**src/rtl/eng_cmd_issue.sv**
```systemverilog
// eng_cmd_issue: tagged command issue ring with out-of-order completion and in-order host retirement
module eng_cmd_issue #(
    parameter int TAG_N  = 4,
    parameter int QID_W  = 3,
    parameter int DATA_W = 32,
    localparam int TW    = $clog2(TAG_N)
) (
    input  logic              clk,
    input  logic              arst_n,
    input  logic              host_cmd_vld,
    output logic              host_cmd_rdy,
    input  logic              host_cmd_op,
    input  logic [QID_W-1:0]  host_cmd_qid,
    input  logic [DATA_W-1:0] host_cmd_dat,
    output logic              eng_cmd_vld,
    input  logic              eng_cmd_rdy,
    output logic              eng_cmd_op,
    output logic [QID_W-1:0]  eng_cmd_qid,
    output logic [DATA_W-1:0] eng_cmd_dat,
    output logic [TW-1:0]     eng_cmd_tag,
    input  logic              eng_rsp_vld,
    input  logic [TW-1:0]     eng_rsp_tag,
    input  logic [DATA_W-1:0] eng_rsp_dat,
    input  logic              eng_rsp_err,
    output logic              host_rsp_vld,
    input  logic              host_rsp_rdy,
    output logic              host_rsp_op,
    output logic [DATA_W-1:0] host_rsp_dat,
    output logic              host_rsp_err,
    output logic              busy,
    output logic              proto_err
);
    typedef enum logic [1:0] {FREE, PEND, DONE} slot_e;
    localparam int CW = TW + 1;
    localparam logic [CW-1:0] CNT_FULL = CW'(TAG_N);

    slot_e             st_q  [TAG_N];
    slot_e             st_d  [TAG_N];
    logic              op_q  [TAG_N];
    logic              op_d  [TAG_N];
    logic              err_q [TAG_N];
    logic              err_d [TAG_N];
    logic [DATA_W-1:0] dat_q [TAG_N];
    logic [DATA_W-1:0] dat_d [TAG_N];
    logic [TW-1:0]     ap_q, ap_d, rp_q, rp_d;
    logic [CW-1:0]     cnt_q, cnt_d;
    logic              proto_err_q, proto_err_d;
    logic              not_full, issue, retire;

    assign not_full     = cnt_q != CNT_FULL;
    assign host_cmd_rdy = eng_cmd_rdy & not_full;
    assign eng_cmd_vld  = host_cmd_vld & not_full;
    assign eng_cmd_op   = host_cmd_op;
    assign eng_cmd_qid  = host_cmd_qid;
    assign eng_cmd_dat  = host_cmd_dat;
    assign eng_cmd_tag  = ap_q;
    assign issue        = eng_cmd_vld & eng_cmd_rdy;
    assign host_rsp_vld = st_q[rp_q] == DONE;
    assign host_rsp_op  = op_q[rp_q];
    assign host_rsp_dat = dat_q[rp_q];
    assign host_rsp_err = err_q[rp_q];
    assign retire       = host_rsp_vld & host_rsp_rdy;
    assign busy         = cnt_q != '0;
    assign proto_err    = proto_err_q;

    // Issued slot is always FREE and retired slot always DONE, so the three
    // slot updates below can never target the same entry in one cycle.
    always_comb begin
        st_d        = st_q;
        op_d        = op_q;
        dat_d       = dat_q;
        err_d       = err_q;
        ap_d        = issue ? ap_q + TW'(1) : ap_q;
        rp_d        = retire ? rp_q + TW'(1) : rp_q;
        cnt_d       = cnt_q + CW'(issue) - CW'(retire);
        proto_err_d = proto_err_q | (eng_rsp_vld & (st_q[eng_rsp_tag] != PEND));
        if (issue) begin
            st_d[ap_q] = PEND;
            op_d[ap_q] = host_cmd_op;
        end
        if (eng_rsp_vld && st_q[eng_rsp_tag] == PEND) begin
            st_d[eng_rsp_tag]  = DONE;
            dat_d[eng_rsp_tag] = eng_rsp_dat;
            err_d[eng_rsp_tag] = eng_rsp_err;
        end
        if (retire) st_d[rp_q] = FREE;
    end

    always_ff @(posedge clk or negedge arst_n) begin
        if (!arst_n) begin
            st_q        <= '{default: FREE};
            ap_q        <= '0;
            rp_q        <= '0;
            cnt_q       <= '0;
            proto_err_q <= 1'b0;
        end else begin
            st_q        <= st_d;
            ap_q        <= ap_d;
            rp_q        <= rp_d;
            cnt_q       <= cnt_d;
            proto_err_q <= proto_err_d;
        end
    end

    always_ff @(posedge clk) begin
        op_q  <= op_d;
        dat_q <= dat_d;
        err_q <= err_d;
    end
endmodule

```
**config.mk**
```make
export PLATFORM = sky130hd
export DESIGN_NAME = eng_cmd_issue
export DESIGN_NICKNAME = d
export VERILOG_FILES = /design/src/rtl/eng_cmd_issue.sv
export SDC_FILE = /design/constraint.sdc
export NUM_CORES = 1
export LEC_CHECK = 0
export BUFFER_PORTS_ARGS = -buffer_cell sky130_fd_sc_hd__buf_2
export CORE_MARGIN = 3
export CORE_UTILIZATION = 42
export DETAILED_ROUTE_END_ITERATION = 8
export PLACE_DENSITY_LB_ADDON = 0.08
export RECOVER_POWER = 50
export SYNTH_ARGS = -nofsm -noshare
export SYNTH_HDL_FRONTEND = slang
export SYNTH_SLANG_ARGS = --single-unit
```
**constraint.sdc**
```tcl
create_clock -name clk -period 4.9 [get_ports clk]
set_clock_uncertainty 0.2 [all_clocks]
set_input_delay 0.735 -clock clk [delete_from_list [all_inputs] [get_ports clk]]
set_output_delay 0.735 -clock clk [all_outputs]
set_load 0.005 [all_outputs]
```
Word-level counts from Yosys, hierarchy flattened --
Cells that the tools add are included.
Cells by class: add/subtract/negate cells 4, multipliers 0, divide/modulo/power cells 0, magnitude comparators 6, eq/ne operators 4, shifts and indexed selects 0, multiplexer cells 33, bitwise operators 17, reduce and logical (&&, ||, !) cells 5
Operators with widths (count):
- 128-bit bitwise mux | 1
- 32-bit 2-to-1 mux | 3
- 32-bit binary-select mux with 2-bit select | 1
- 32-bit demux with 2-bit select | 1
- 8-bit 2-to-1 mux | 3
- 2-bit 2-to-1 mux | 7
- 2-bit demux with 2-bit select | 3
- 3-bit greater-or-equal comparator (second input constant) | 3
- 3-bit by 1-bit less-than comparator with 1-bit output (second input constant) | 3
- 2-bit inverter with 3-bit output | 3
- 4-bit AND | 2
- 8-bit AND | 1
- 2-bit binary-select mux with 2-bit select | 2
- 4-bit bitwise mux | 2
- 4-bit inverter | 2
- 8-bit inverter | 1
- 4-bit OR | 2
- 1-bit 2-to-1 mux | 6
- 1-bit AND | 5
- 2-bit by 1-bit adder with 2-bit output (second input constant) | 2
- 1-bit binary-select mux with 2-bit select | 2
- 1-bit demux with 2-bit select | 2
- 1-bit logical AND | 4
- 3-bit by 1-bit adder with 3-bit output | 1
- 7 further kinds | 7
Word-level totals: register bits after elaboration 152, bits in latches 0, RAM bits 0, memory bits (read-only) 0, input bits 77, output and inout bits 77, word-level logic and storage cells 89, memories 0

Depth between registers and ports, before layout --
Gate-level depths: netlist of the first run.
word-level depth 12, mapped depth 11, gate-level depth less buffers 10

Worst setup path after synthesis of the first run --
OpenSTA, ideal clock, no wires.
path type input to register, from input eng_rsp_tag[1], to register dat_q[32] (netlist bit), enable pin, library setup time 525 ps, arrival time 4438 ps, path slack -263 ps, cell stages on the path 2, cells stage by stage inv_1 -> nor4b_1
On the way: longest elaborated chain between the ends 6
RTL lines:
- from (decl) | RTL line 22 | input logic [TW-1:0] eng_rsp_tag,
- 2-bit inverter with 3-bit output (implied by the code) | RTL line 81 | if (eng_rsp_vld && st_q[eng_rsp_tag] == PEND) begin
- 2-bit binary-select mux with 2-bit select | RTL line 81
- 2-bit 2-to-1 mux (implied by the code) (2 in a row) | RTL line 81
- 2-bit by 1-bit == test with 1-bit output | RTL line 81
- 1-bit logical AND | RTL line 81
- to (signal assigned) | RTL line 107 | dat_q <= dat_d;
- to (decl) | RTL line 43 | logic [DATA_W-1:0] dat_q [TAG_N];
Every way passes these cells. The select of a mux whose other input is x is not followed. A chain may end at the register's enable or synchronous reset.

Worst setup path after layout of the first run --
from register rp_q[0], to output host_rsp_dat[26]
On the way: longest elaborated chain between the ends 4
RTL lines:
- from (decl) | RTL line 45 | logic [TW-1:0] ap_q, ap_d, rp_q, rp_d;
- from (signal assigned) | RTL line 99 | rp_q <= rp_d;
- 2-bit inverter with 3-bit output (implied by the code) | RTL line 60 | assign host_rsp_dat = dat_q[rp_q];
- 32-bit binary-select mux with 2-bit select | RTL line 60
- 32-bit 2-to-1 mux (implied by the code) (2 in a row) | RTL line 60
- to (decl) | RTL line 28 | output logic [DATA_W-1:0] host_rsp_dat,
Every way passes these cells. The select of a mux whose other input is x is not followed.

==> flow_metrics.py, run 1 <==
metrics = {
    "run_status": {
        "status": "complete, no violations",
    },
    "synthesis": {
        "synth_compound_area_share_pct": 3.257,
        "synth.top_cells.by_area": "edfxtp_1 (65%), mux4_2 (13%), dfrtp_1 (6.4%)",
        "async_flop_share_pct": 10.53,
        "yosys_register_bits": 152,
        "yosys.area.top_type": "edfxtp_1",
        "synth_area_per_cell_um2": 19.75,
        "ys_seq_area_share_pct": 71.61,
        "yosys_warnings": 0,
        "synth_edf_count": 136,
        "synthCells": 317,
        "synth_top_family_by_area": "multiplexers",
        "synth-xor-area-share_pct": 0.4196,
        "netlist_area_mm2": 0.006262,
        "synthMuxAreaShare_pct": 12.77,
        "synth-main-ff-cell": "edfxtp_1",
        "yosys.area_share.simple_pct": 3.357,
        "synth_fp_nets": 405,
        "synthDominantCellAreaShare_pct": 65.21,
        "synth_cell_types": 38,
        "yosys.area_share.adder_pct": 2.318,
    },
    "routing": {
        "drc_errors": 0,
        "dr_total_vias": 3043,
        "wirelength_um": 11940,
        "viasPerCell": 5.311,
        "drtIter0Drc": 200,
        "detailedRoute.firstPassIterationCount": 4,
        "antenna_left": 0,
        "wl_per_cell_um": 20.84,
    },
    "die": {
        "core_region_area_mm2": 0.01420,
        "pin_count": 154,
        "initial_core_util_pct": 44.09,
        "num_rows": 43,
        "die_w_um": 128.1,
        "die-height_um": 128.1,
        "die_area_mm2": 0.01641,
    },
    "setup_path": {
        "crit_start": "rp_q[0]$_DFFE_PN0N_",
        "worstRegToRegCells": 9,
        "critPathBufInv": 2,
        "endpoint_kind": "output pin",
        "reg2reg_from": "rp_q[0]$_DFFE_PN0N_",
        "cp_max_fo": 23,
        "critPathMaxStageDelay_ns": 0.82,
        "start_kind": "flip-flop",
        "cp.arrival_ns": 2.51,
        "r2r-end": "cnt_q[2]$_DFF_PN0_",
        "crit_slowest_cell": "dfrtp_2",
        "reg2reg_slack_ns": 1.75,
        "crit_family": "flip-flops",
        "path_cells": "buf_4 -> mux4_2 -> buf_2",
        "path_class": "reg -> out",
        "critical_path_required_ns": 3.96,
    },
    "clock_network": {
        "cts.sinks": 152,
        "clockBufferDepth": 2,
        "htree_levels": 4,
        "clk_latency_ns": 0.41,
        "path_clk_slew_ns": 0.06,
        "cts_tree": "done",
        "cts_buffers": 17,
        "holdBufCountCts": 0,
        "post_cts_resized": 0,
        "post_cts_buffers": 0,
        "root_buffer": "clkbuf_16",
    },
    "timing": {
        "hold_viol": 0,
        "worst_slew_pin_slew_ns": 1.004,
        "rsz0062_at_grt": "no",
        "drv_slew": 0,
        "fmax_mhz": 290.4,
        "timing.hold.ws_ns": 0.2576,
        "finalCritPeriodShare_pct": 70.27,
        "setup_tns_ns": 0,
        "layout_setup_ws_ns": 1.457,
        "finalCriticalPeriod_ns": 3.443,
        "setup_viol": 0,
        "relSlewSlack_pct": 32.68,
    },
    "cells_and_area": {
        "fin_util_pct": 51.35,
        "syn_to_final_growth_pct": 16.46,
        "drive_above_1_share_pct": 33.33,
        "nets": 468,
        "n_antenna_cell": 0,
    },
    "min_path": {
        "hold_class": "in -> async",
    },
    "flow_run": {
        "max_cap_violations": 0,
    },
    "power": {
        "powerDensity_mw_per_mm2": 552.0,
        "p_leak_nw": 2.513,
        "peakVddDrop_mv": 0.3524,
    },
    "global_route": {
        "grt_usage_pct": 15.37,
        "grt_pass1_vias": 3294,
        "antenna_found_initial": 0,
        "grt_max_degree": 33,
        "grt_pass1_wl_um": 18440,
        "grt_overflow": 0,
    },
    "placement": {
        "io_buffers": 83,
        "gp_congestion": 0.7694,
        "pre_cts_ws_ns": 1.723,
        "dpl.hpwl_um": 7702,
    },
}
routing by layer:
layer  vias up  global-route usage, %  routed length [um]
met2        95                  23.20                5695
met3        33                  5.333                 773
met5         -                      0                   0
met1      1552                  20.13                5228
met4         0                  7.116                 244
li1       1363                      -                   -
cell usage after synthesis (3+ instances only):
master / count
nand2b_1: 4
inv_2: 3
xnor2_1: 3
mux4_2: 35
dfrtp_1: 16
a41oi_1: 8
clkbuf_1: 7
a2bb2oi_1: 4
buf_4: 39
a211oi_1: 4
edfxtp_1: 136
inv_1: 11
and2_1: 6
ha_1: 10
placed cells by master, fill, tap and decap left out, drive strengths merged, types with 3 or more instances in the layout:
cell type  count
edfxtp       136
clkbuf        66
buf           57
mux4          35
dfrtp         16
inv           14
ha            10
a41oi          9
and2           6
nand2b         4
a211oi         4
a2bb2oi        4
xnor2          3
cell families (layout without fill, tap and decap cells):
family	count (synthesis)	count (layout)
flops	152	152
fa+ha+maj	11	11
simple gates	29	29
mux	36	36
compound gates	23	23
xor+xnor	3	3
buf+inv	63	139
stage by stage:
stage	cell area (um2)	total power, W	instances
3_3_place_gp	6680	0.002700	541
5_1_grt	7293	0.004252	573
2_1_floorplan	6275	0.002365	317
4_1_cts	7338	0.004094	573
3_5_place_dp	6680	0.002705	541
6_report	7293	0.004026	573
sequential cells by signal, indices dropped and copies added (netlist names):
signal and count:
op_q 4, err_q 4, proto_err 1, eng_cmd_tag 2, st_q 8, rp_q 2
dat_q 128, cnt_q 3
worst max path at each step:
stage | endpoint | cells after the start
after floorplan | dat_q[64]$_DFFE_PP_ | 2
after global placement | cnt_q[2]$_DFF_PN0_ | 9
after detailed placement | cnt_q[2]$_DFF_PN0_ | 9
after CTS | host_rsp_dat[22] | 3
after global routing | host_rsp_dat[27] | 3
final | host_rsp_dat[26] | 3
power by group:
| part | switching, W | internal, W | total, W |
|---|---|---|---|
| sequential | 0.000141 | 0.00155 | 0.00169 |
| clock | 0.000472 | 0.000908 | 0.00138 |
| combinational | 0.000445 | 0.000512 | 0.000957 |
final cells by class:
cell class	count	area [um2]
Clock buffer	30	620.6
Clock inverter	2	37.54
Fill cell	1188	6910
Inverter	14	52.55
Multi-Input combinational cell	102	1425
Sequential cell	152	4487
Tap cell	180	225.2
Timing Repair Buffer	93	445.4
No activity file was read; power rests on OpenSTA's default activity.
==> run 2, diff against run 1 <==
==> constraint.sdc (replaced) <==
create_clock -name clk -period 3.6 [get_ports clk]
set_clock_uncertainty 0.2 [all_clocks]
set_input_delay 0.54 -clock clk [delete_from_list [all_inputs] [get_ports clk]]
set_output_delay 0.54 -clock clk [all_outputs]
set_load 0.005 [all_outputs]
==> run 2 against run 1 <==
  * Register-to-register slack got worse by 0.96 ns
  * Total power rose by 33%
  * Sequential share of layout area rose by 0.36 points
  * Sequential power rose by 34%
  * Core utilization fell by 0.30 points
  * Combinational power rose by 40%
  * Largest cell class unchanged
  * Largest power group unchanged
==> flow_metrics.py, run 2 (synthesis results as in run 1) <==
metrics = {
    "clock_network": {
        "post_cts_resized": 0,
        "cts_tree": "done",
        "htree_levels": 4,
        "clk_latency_ns": 0.41,
        "holdBufCountCts": 1,
        "post_cts_buffers": 0,
        "path_clk_slew_ns": 0.06,
        "cts.sinks": 152,
        "clockBufferDepth": 2,
        "cts_buffers": 17,
        "root_buffer": "clkbuf_16",
    },
    "routing": {
        "drtIter0Drc": 175,
        "dr_total_vias": 3025,
        "viasPerCell": 5.261,
        "wirelength_um": 11750,
        "drc_errors": 0,
        "wl_per_cell_um": 20.43,
        "antenna_left": 0,
        "detailedRoute.firstPassIterationCount": 4,
    },
    "global_route": {
        "grt_pass1_vias": 3300,
        "grt_overflow": 0,
        "grt_max_degree": 35,
        "grt_usage_pct": 15.41,
        "grt_pass1_wl_um": 18500,
        "antenna_found_initial": 0,
    },
    "power": {
        "p_leak_nw": 2.495,
        "peakVddDrop_mv": 0.4702,
        "powerDensity_mw_per_mm2": 740.6,
    },
    "timing": {
        "worst_slew_pin_slew_ns": 0.9362,
        "relSlewSlack_pct": 37.59,
        "layout_setup_ws_ns": 0.4508,
        "setup_viol": 0,
        "hold_viol": 0,
        "finalCritPeriodShare_pct": 87.48,
        "rsz0062_at_grt": "no",
        "finalCriticalPeriod_ns": 3.149,
        "fmax_mhz": 317.5,
        "drv_slew": 0,
    },
    "placement": {
        "dpl.hpwl_um": 7546,
        "io_buffers": 83,
        "pre_cts_ws_ns": 0.7514,
        "gp_congestion": 0.7907,
    },
    "die": {
        "die-height_um": 128.1,
        "pin_count": 154,
        "num_rows": 43,
        "die_area_mm2": 0.01641,
        "core_region_area_mm2": 0.01420,
        "die_w_um": 128.1,
        "initial_core_util_pct": 44.09,
    },
    "cells_and_area": {
        "multi_input_area_mm2": 0.001420,
        "fin_util_pct": 51.05,
        "largest_register_ffs": 128,
        "syn_to_final_growth_pct": 15.78,
        "regArea_mm2": 0.004487,
        "top_regs": "dat_q (128), st_q (8)",
        "nets": 470,
        "mostFrequentLayoutCell": "edfxtp_1",
        "fill_cells": 1193,
        "regMostFlops": "dat_q",
        "drive_above_1_share_pct": 33.67,
        "n_antenna_cell": 0,
        "final_cell_mix": "edfxtp_1 (136), buf_2 (48), clkbuf_1 (38), mux4_2 (35), clkbuf_16 (17)",
    },
    "setup_path": {
        "cp.arrival_ns": 2.41,
        "cp_max_fo": 30,
        "endpoint_kind": "output pin",
        "path_class": "reg -> out",
        "critical_path_required_ns": 2.86,
        "start_kind": "flip-flop",
    },
    "run_status": {
        "status": "complete, no violations",
    },
    "flow_run": {
        "max_cap_violations": 0,
    },
    "min_path": {
        "hold_class": "in -> reg",
    },
}
[run 2: area by class of cell]
class	count	area share [%]
clock buffers	25	7.110
clock inverters	7	1.242
inverters	14	0.7248
multi-input cells	102	19.59
flip-flops and latches	152	61.88
well taps	180	3.106
repair buffers	95	6.350
[run 2: critical path, cell delays in order (launching register included)]
cell,delay [ns]
dfrtp_2,0.62
buf_4,0.59
mux4_2,0.61
buf_2,0.15
[run 2: metal layers]
| metal | share of wire [%] | track usage (%) |
|---|---|---|
| met1 | 42 | 19.85 |
| met2 | 48 | 22.55 |
| met3 | 8.2 | 6.792 |
| met4 | 2.6 | 7.116 |
| met5 | 0 | 0 |
[run 2: through the flow]
| step | hold WS, ns | TNS [ns] | cell area [um2] | instances | power, W |
|---|---|---|---|---|---|
| 2_1_floorplan | 0.04441 | -4.401 | 6275 | 317 | 0.003220 |
| 3_3_place_gp | 0.2380 | 0 | 6688 | 542 | 0.003696 |
| 3_5_place_dp | 0.2555 | 0 | 6688 | 542 | 0.003695 |
| 4_1_cts | 0.1153 | 0 | 7303 | 575 | 0.005476 |
| 5_1_grt | 0.1634 | 0 | 7251 | 575 | 0.005682 |
| 6_report | 0.1748 | 0 | 7251 | 575 | 0.005370 |
[run 2: path summary, 6_finish.rpt]
| check | cells after the start | from | end | slack, ns |
|---|---|---|---|---|
| max in group asynchronous | 2 | arst_n | rp_q[0]$_DFFE_PN0N_ | 1.98 |
| min in group asynchronous | 2 | arst_n | cnt_q[1]$_DFF_PN0_ | 0.58 |
| setup reg to reg | 9 | rp_q[0]$_DFFE_PN0N_ | cnt_q[2]$_DFF_PN0_ | 0.79 |
| hold reg to reg | 1 | proto_err$_DFF_PN0_ | proto_err$_DFF_PN0_ | 0.27 |
| hold / removal | 1 | eng_rsp_dat[30] | dat_q[62]$_DFFE_PP_ | 0.17 |
| setup / recovery | 3 | rp_q[0]$_DFFE_PN0N_ | host_rsp_dat[28] | 0.45 |
[run 2: where the power goes]
group	internal [W]	leakage, nW	switching (W)	total (W)
registers	0.00211	1.42	0.000156	0.00226
clock network	0.00113	0.295	0.000636	0.00176
logic	0.000703	0.784	0.000640	0.00134
total	0.00394	2.50	0.00143	0.00537
